[src/rtl/mux_scan_pkg.sv]
// mux_scan_pkg: shared state encoding, channel sizing and mask-walk helpers for the mux scan sequencer
package mux_scan_pkg;
  localparam int NUM_CH = 4;
  localparam int SEL_W = 2;
  typedef enum logic [1:0] {IDLE = 2'd0, SCAN = 2'd1, DONE = 2'd2} state_t;
  function automatic logic [SEL_W-1:0] first_ch(input logic [NUM_CH-1:0] m);
    first_ch = '0;
    for (int i = NUM_CH - 1; i >= 0; i--) if (m[i]) first_ch = SEL_W'(i);
  endfunction
  function automatic logic has_next(input logic [NUM_CH-1:0] m, input logic [SEL_W-1:0] c);
    has_next = 1'b0;
    for (int i = 0; i < NUM_CH; i++) if (i > int'(c) && m[i]) has_next = 1'b1;
  endfunction
  function automatic logic [SEL_W-1:0] next_ch(input logic [NUM_CH-1:0] m, input logic [SEL_W-1:0] c);
    next_ch = c;
    for (int i = NUM_CH - 1; i >= 0; i--) if (i > int'(c) && m[i]) next_ch = SEL_W'(i);
  endfunction
endpackage

[src/rtl/mux_scan_dwell_cnt.sv]
// mux_scan_dwell_cnt: per-channel dwell counter, flags the last cycle of the dwell window
module mux_scan_dwell_cnt #(
  parameter int DWELL = 4,
  parameter int CNT_W = 8
) (
  input  logic clk,
  input  logic rst,
  input  logic clr,
  input  logic en,
  output logic term
);
  logic [CNT_W-1:0] cnt;
  assign term = cnt == CNT_W'(DWELL - 1);
  always_ff @(posedge clk)
    cnt <= (rst || clr || (en && term)) ? '0 : en ? cnt + 1'b1 : cnt;
endmodule

[src/rtl/mux_scan_ctrl.sv]
// mux_scan_ctrl: 4:1 mux select sequencer with per-channel Y capture; MUX_SCAN_MASK_EN adds a ch_mask channel-skip input
module mux_scan_ctrl
  import mux_scan_pkg::*;
#(
  parameter int DWELL = 4,
  parameter int CNT_W = 8
) (
  input  logic              clk,
  input  logic              rst,
  input  logic              start,
  input  logic              stop,
  input  logic              cont,
`ifdef MUX_SCAN_MASK_EN
  input  logic [NUM_CH-1:0] ch_mask,
`endif
  output logic              S0,
  output logic              S1,
  input  logic              Y,
  output logic [NUM_CH-1:0] ch_data,
  output logic              busy,
  output logic              frame_valid,
  output logic              done
);
  state_t state;
  logic [SEL_W-1:0] ch;
  logic [NUM_CH-1:0] mask_in, mask_q;
  logic term;
`ifdef MUX_SCAN_MASK_EN
  assign mask_in = ch_mask;
`else
  assign mask_in = '1;
`endif
  assign {S1, S0} = ch;
  mux_scan_dwell_cnt #(.DWELL(DWELL), .CNT_W(CNT_W)) u_cnt (
    .clk(clk),
    .rst(rst),
    .clr(state != SCAN || stop),
    .en(state == SCAN),
    .term(term)
  );
  always_ff @(posedge clk)
    if (rst) begin
      state <= IDLE;
      ch <= '0;
      ch_data <= '0;
      mask_q <= '1;
      busy <= 1'b0;
      frame_valid <= 1'b0;
      done <= 1'b0;
    end else begin
      frame_valid <= 1'b0;
      done <= 1'b0;
      if (stop) begin
        state <= IDLE;
        ch <= '0;
        busy <= 1'b0;
      end else
        case (state)
          IDLE:
            if (start) begin
              mask_q <= mask_in;
              ch <= first_ch(mask_in);
              state <= |mask_in ? SCAN : DONE;
              busy <= |mask_in;
              done <= ~|mask_in;
            end
          SCAN:
            if (term) begin
              ch_data[ch] <= Y;
              if (has_next(mask_q, ch))
                ch <= next_ch(mask_q, ch);
              else begin
                frame_valid <= 1'b1;
                ch <= cont ? first_ch(mask_q) : ch;
                state <= cont ? SCAN : DONE;
                busy <= cont;
                done <= ~cont;
              end
            end
          default: state <= IDLE;
        endcase
    end
endmodule
[config.mk]
export PLATFORM = sky130hd
export DESIGN_NAME = mux_scan_ctrl
export DESIGN_NICKNAME = d
export VERILOG_FILES = /design/src/rtl/mux_scan_pkg.sv /design/src/rtl/mux_scan_dwell_cnt.sv /design/src/rtl/mux_scan_ctrl.sv
export SDC_FILE = /design/constraint.sdc
export NUM_CORES = 1
export LEC_CHECK = 0
export ABC_AREA = 1
export CORE_UTILIZATION = 40
export DETAILED_ROUTE_END_ITERATION = 8
export GPL_TIMING_DRIVEN = 1
export HOLD_SLACK_MARGIN = 0.05
export MAX_ROUTING_LAYER = met4
export PLACE_DENSITY_LB_ADDON = 0.3
export SLEW_MARGIN = 20
export SYNTH_ARGS = -nofsm -noshare
export SYNTH_HDL_FRONTEND = slang
export SYNTH_SLANG_ARGS = --single-unit
[constraint.sdc]
create_clock -name clk -period 1.4 [get_ports clk]
set_input_delay 0.14 -clock clk [delete_from_list [all_inputs] [get_ports clk]]
set_output_delay 0.14 -clock clk [all_outputs]
set_load 0.03 [all_outputs]
# Word-level counts from Yosys, hierarchy flattened
# Index checks and enable logic that the tools add are counted.
[totals]
input_bits = 6
register_bits = 19
output_inout_bits = 9
[op_classes]
bitwise = 4
n_eq_ne = 8
n_lt_le_gt_ge = 5
reduce_logical = 14
n_mux = 28
addsub = 1
[ops]
columns = ["op", "count"]
rows = [
  ["two-way mux 2 bit", 11],
  ["two-way mux 1 bit", 12],
  ["adder 8 x 1 -> 8 bit (second input constant)", 1],
  ["== test 8 x 2 -> 1 bit (second input constant)", 1],
  ["case mux 2 bit (2 select lines)", 2],
  ["!= test 2 bit (second input constant)", 3],
  ["AND reduction 3 bit", 2],
  ["!= test 5 bit (second input constant)", 1],
  ["AND reduction 5 bit", 1],
  ["OR reduction 5 bit", 1],
  ["bitwise mux 4 bit", 1],
  ["> comparator 2 bit (first input constant)", 2],
  ["NOT 1 bit", 4],
  ["AND reduction 4 bit", 1],
  ["OR reduction 4 bit", 1],
  ["logical OR 1 bit", 3],
  ["< comparator 2 x 3 -> 1 bit (second input constant)", 1],
  ["!= test 3 bit (second input constant)", 1],
  ["demux 1 bit (select 2 bit)", 1],
  ["== test 2 x 1 -> 1 bit (second input constant)", 1],
  [">= comparator 2 x 1 -> 1 bit (second input constant)", 1],
  ["> comparator 1 x 2 -> 1 bit (first input constant)", 1],
  ["logical AND 1 bit", 2],
  ["zero test 2 bit", 1],
  ["other kinds (4)", 4],
]

# Depth between registers and ports, before layout
[depth]
depth_word = 11
mapped_depth = 11
mapped_depth_nobuf = 11

# By module
# A second synthesis with hierarchy kept.
[hier_totals]
hier_cells = 148
area_unflattened_um2 = 1027.2
[by_module_without_submodules]
columns = ["mod", "cells_each", "area_per_inst_um2", "n_inst"]
rows = [
  ["mux_scan_ctrl", 84, 608.1, 1],
  ["mux_scan_dwell_cnt", 64, 419.2, 1],
]

# Least setup slack after synthesis
# OpenSTA, ideal clock, no wires.
[synth_timing]
path_type = "register to register"
start = "reg ch[0]"
end = "reg ch[1]"
t_required_ns = 1.282
slack_ns = -0.113
path_stages_with_launch = 11
arrival_ns = 1.395
period_less_slack_ns = 1.513
setup_time_ns = 0.118
path_cell_list = "dfxtp_1 > inv_1 > ha_1 > inv_1 > nand2_1 > nand2_1 > nor2_1 > nor2_1 > nand2_1 > nand2_1 > a21oi_1"
[synth_via]
elab_chain_len = 11
[synth_lines]
columns = ["element", "line", "rtl"]
rows = [
  ["from (decl)", "mux_scan_ctrl.sv:25", "logic [SEL_W-1:0] ch;"],
  ["from (signal assigned)", "mux_scan_ctrl.sv:62", "ch <= first_ch(mask_in);"],
  ["from (signal assigned)", "mux_scan_ctrl.sv:71", "ch <= next_ch(mask_q, ch);"],
  ["from (signal assigned)", "mux_scan_ctrl.sv:74", "ch <= cont ? first_ch(mask_q) : ch;"],
  ["> comparator 1 x 2 -> 1 bit", "mux_scan_pkg.sv:12, mux_scan_pkg.sv:16", ""],
  ["two-way mux 1 bit (3 in a row)", "mux_scan_pkg.sv:12", "for (int i = 0; i < NUM_CH; i++) if (i > int'(c) && m[i]) has_next = 1'b1;"],
  ["two-way mux 1 bit", "mux_scan_ctrl.sv:68", "if (term) begin"],
  ["two-way mux 1 bit", "mux_scan_ctrl.sv:58", "case (state)"],
  ["two-way mux 1 bit", "mux_scan_ctrl.sv:53", "if (stop) begin"],
  ["two-way mux 1 bit", "mux_scan_ctrl.sv:42", "if (rst) begin"],
  ["two-way mux 2 bit", "mux_scan_ctrl.sv:70", "if (has_next(mask_q, ch))"],
  ["two-way mux 2 bit", "mux_scan_ctrl.sv:68", ""],
  ["case mux 2 bit (2 select lines)", "mux_scan_ctrl.sv:58", ""],
]
# Several ways; a longest one is shown, not always the timed one. The select of a mux whose other input is x is not followed.
# A chain may end at the register's enable or synchronous reset.

# Worst setup path in the final report
[layout_timing]
start = "reg ch[0]"
end = "out S0"
[layout_lines]
columns = ["element", "line", "rtl"]
rows = [
  ["to (decl)", "mux_scan_ctrl.sv:16", "output logic S0,"],
]
# No word-level cell between the ends.

==> metrics.txt <==
Hold Path Sink u_cnt.cnt[0]; Max Cap Viol 0; Area growth, synth to finish 30.8%; CTS tree built; Syn Area/Cell 6.80 um^2; final instance area 1380 um^2; GPL Wtd Cong 0.783; final WL 2.39 mm; Antenna Cells 0; initial antenna violation count 0; Final Hold Fails 0; most common cell after layout, fill and taps aside nand2_1; worst-margin pin slew 0.358 ns; GRT Total Usage 19.9%; placed instance count 202; fmax 0.738 GHz; Ys Warns 0; CTS buffer count 3; Initial Utilization 42.6%; Core Region 2480 um^2; FP Rows 18; critical path fanouts, max 4; unrepaired setup endpoints after global routing true; FF-to-FF setup slack 0.06 ns; Final Util 55.7%; share of cells above drive strength 1 21.8%; most frequent cells in the layout nand2_1 (36), nor2_1 (26), inv_1 (23), dfxtp_1 (14), nand3_1 (10); drt drc 0; critical path class flip-flop to primary output; Hold Path Depth 1; critical path's slowest cell dfxtp_4; fin crit period 1.36 ns; total global routing overflow 0; P_leak 0.618 nW; Pre-antenna DRT Iters 4; P per Cell Area 701 nW/um^2; Startpoint Class flip-flop; CP Capture Type primary output; Die Y-Extent 53.4 um; Iter 0 DRT Violations 11; DR WL/cell 11.4 um; Max stage delay on crit path 0.42 ns; first-pass GRT wire length 3.91 mm; final worst path period share 96.8%; clk_lat worst skew 0.30 ns; Pwr Total 967 uW; crit path DAT 1.22 ns; port bufs 14; largest net degree at the start of global routing 11; worst min-delay path class flip-flop to flip-flop; root buf cell clkbuf_4; syn nets 168; R2R Path End ch[1]; Reg-to-Reg Start ch[1]; Via density 4.86; sequential-to-total area share from yosys stat 36.1%; area leader, netlist dfxtp_1; final setup vio count 0; Slew Limit Fails 0; vias 1016; Clock transition at path regs 0.12 ns; Routed Antenna Nets 0; nets 193; Synth top area share 36.1%; boundary pin count 15; Cell Area, Synth 1050 um^2; CP Cell Sequence buf_4, clkdlybuf4s15_1; die span in x 53.4 um; Worst slew margin 75.9%; post-synthesis cell type count 21; Synth area leaders dfxtp_1 (36%), nand2_1 (13%), nor2_1 (11%); Synth Instances 155; status finished, final reports clean; H-tree depth 1; Hold Startpoint u_cnt.cnt[0]; Worst EP required 1.26 ns; Worst Skew 0.0108 ns; Cell Area, Placed 1250 um^2; Sink Count 19; Peak VDD IR 0.724 mV; Bufs on Longest Clock Path 2; Die ar. 2850 um^2; Yosys reg bits 19; non-filler instance count after layout 209; Reg2Reg Depth 9; HPWL after DPL 1.70 mm; vias in the first global route 955
## cell families (layout without fill, tap and decap cells)
| kind of cell | count (synthesis) | in the layout | share of synthesized area, % |
|---|---|---|---|
| compound gates | 6 | 6 | 3.08 |
| xor+xnor | 1 | 1 | 0.831 |
| fa+ha+maj | 7 | 7 | 8.30 |
| buf+inv | 29 | 53 | 11.0 |
| flops | 19 | 19 | 36.1 |
| simple gates | 93 | 93 | 40.7 |
## synthesized netlist by cell type
master,number
nand3_2,1
o21ai_0,1
a21oi_1,4
nand2_1,36
nand3_1,11
nor3_1,2
nor3_2,1
buf_6,1
or2_2,1
nor2_1,30
nor2_4,2
xor2_1,1
dfxtp_1,19
nand4_1,4
inv_1,27
nor4_1,2
ha_1,7
nand3_4,1
inv_2,1
nand2_2,2
o211ai_1,1
## timing repair
action | 4_1_cts | 5_1_grt
resized for setup | 9 | 28
pin swaps | 0 | 9
buffers inserted | 0 | 3
endpoints found under the setup margin | 9 | 10
hold buffers | 0 | 0
## worst max path at each step
stage                       from         end  slack, ns  cells after the start
global placement           ch[1]       ch[0]       0.06                      7
CTS                        ch[1]       ch[0]       0.01                      7
detailed placement  u_cnt.cnt[1]  ch_data[0]       0.04                      6
floorplan                  ch[0]       ch[0]       0.04                     11
global route               ch[1]       ch[0]      -0.06                     10
finish                     ch[0]          S0       0.04                      2
## layer usage
metal / wire [um] / global-route usage [%] / part of all wire, %
met5: 0 / - / 0
met2: 1170 / 34.2 / 49
met1: 1130 / 22.2 / 47
met4: 18 / 6.58 / 0.75
met3: 71 / 5.17 / 3.0
## flip-flops by register name, indices dropped and copies added (netlist names)
register     cells
u_cnt.cnt        8
ch_data          4
ch               2
state            2
busy             1
done             1
frame_valid      1
## final cells by class
| cell class | count | area [um^2] |
|---|---|---|
| Clock buffer | 4 | 26.3 |
| Sequential cell | 19 | 392 |
| Inverter | 28 | 110 |
| Timing Repair Buffer | 21 | 183 |
| Fill cell | 261 | 1100 |
| Tap cell | 30 | 37.5 |
| Multi-Input combinational cell | 107 | 632 |
## power breakdown
group          switching [mW]  internal [mW]
registers             0.00834          0.545
logic                  0.0726         0.0535
clock network           0.176          0.111
total                   0.257          0.710
## stage by stage
stage               setup slack [ns]  setup TNS, ns  hold slack (ns)
finish                        0.0447              0            0.423
global route                 -0.0569         -0.107            0.450
CTS                           0.0126              0            0.453
detailed placement            0.0389              0            0.440
global placement              0.0625              0            0.433
floorplan                     0.0420              0            0.275
## worst max-delay path, delay by kind of cell (launching register included)
family                 cells  cell delay, ns
buffers and inverters      2            0.49
DFF                        1            0.42
No activity file was read; power rests on OpenSTA's default activity.
==> RTL edit, RTL diff (config.mk and constraints unchanged) <==
The option `MUX_SCAN_MASK_EN` is turned on by a define.
--- a/src/rtl/mux_scan_ctrl.sv
+++ b/src/rtl/mux_scan_ctrl.sv
@@ -1,4 +1,6 @@
 // mux_scan_ctrl: 4:1 mux select sequencer with per-channel Y capture; MUX_SCAN_MASK_EN adds a ch_mask channel-skip input
+`define MUX_SCAN_MASK_EN
+
 module mux_scan_ctrl
   import mux_scan_pkg::*;
 #(
Ports: changed (added ch_mask); port bits go from 15 to 19. The function was not compared with the original's and may differ.
==> RTL edit against the unedited design <==
- worst setup slack better by 18 ps
- non-clock buffer count is 1 higher
- largest cell class unchanged
- sequential cell count is 4 higher
- total power is 22% higher
- routed wire length is 11% higher
- die area is 13% higher
- via count is 18% higher
- synthesized area is 14% higher
- cell area is 8.1% higher
- global-route usage is 2.2 points lower
- the flow now finishes with violations (design-rule violations)
==> RTL edit: results (changes against the unedited design) <==
Outcome
  • Status: finished, violations left
  • Failing checks: design-rule violations

Route
  • Initial DRC Count: 52 (+41)
  • DRC viols: 4 (+4)

Worst setup path
  • Max FO, Critical Path: 6 (+2)
  • Crit. Startpoint: u_cnt.cnt[0]
  • FF-to-FF End: ch_data[0]

Final layout
  • Data buffer area share: 13.3% (+0.10 points)
  • FILL cells: 272 (+4.2%)
  • Inverters: 24 (-14%)
  • Comb_multi_in: 128 (+20%)
  • Multi-input gate area: 667 sq um (+5.5%)
  • Seq area share: 31.4% (+3.0 points)

Synthesis
  • Syn nets: 187 (+11%)
  • Synth Area per Inst: 6.83 sq um (+0.40%)
  • Dominant cells by area after synthesis: dfxtp_1 38%, nand2_1 14%, a21oi_1 7.1%
  • Post-Synth XOR/XNOR Area: 0.728% (-0.10 points)
  • Top post-synthesis cells by count: 44 x nand2_1, 23 x dfxtp_1, 22 x nor2_1, 17 x a21oi_1, 17 x inv_1

Power
  • Max VDD drop: 509 uV (-30%)
  • Comb pwr: 186 uW (+48%)
  • Flop pwr share: 58.0% (+0.8 points)
  • PwrDens: 792 mW/mm^2 (+13%)

CTS
  • Post-cts gate resize count: 11 (+2)

STA
  • Setup Skew: 8.58 ps (-2.17 ps)

Placed design
  • Gpl congestion: 0.860 (+9.9%)
  • Pre-CTS setup slack: -1.18 ps (-40.1 ps)
  • Area after DPL: 0.00143 sq mm (+14%)

Global route
  • GRT Total Usage: 17.7% (-2.2 points)
  • Global-route wire length before repair: 4340 um (+11%)
  • Number of global-route vias before repair: 1102 (+15%)
==> RTL edit: cell types whose count changed after synthesis, sizes merged, moves of 3 or more <==
| cell | before | now |
|---|---|---|
| inv | 28 | 24 |
| nor3 | 3 | 6 |
| nand2 | 38 | 48 |
| nor3b | 0 | 3 |
| o21ai | 1 | 6 |
| dfxtp | 19 | 23 |
| o211ai | 1 | 4 |
| nor2 | 32 | 26 |
| a21oi | 4 | 17 |
| ha | 7 | 1 |
==> RTL edit: critical path, stage by stage, from the launching register on <==
cell     delay, ps
dfxtp_2        390
ha_4           150
nand3_1         80
nor2_2         140
nand3_2        110
inv_2          110
nand3_1        120
a21oi_2        170
==> RTL edit: layer usage <==
| metal | wire [um] | track usage, % | vias to the layer above |
|---|---|---|---|
| li1 | - | - | 623 |
| met1 | 1190 | 19.1 | 538 |
| met2 | 1310 | 31.5 | 29 |
| met3 | 113 | 2.30 | 6 |
| met4 | 53 | 9.41 | 0 |
| met5 | 0 | - | - |
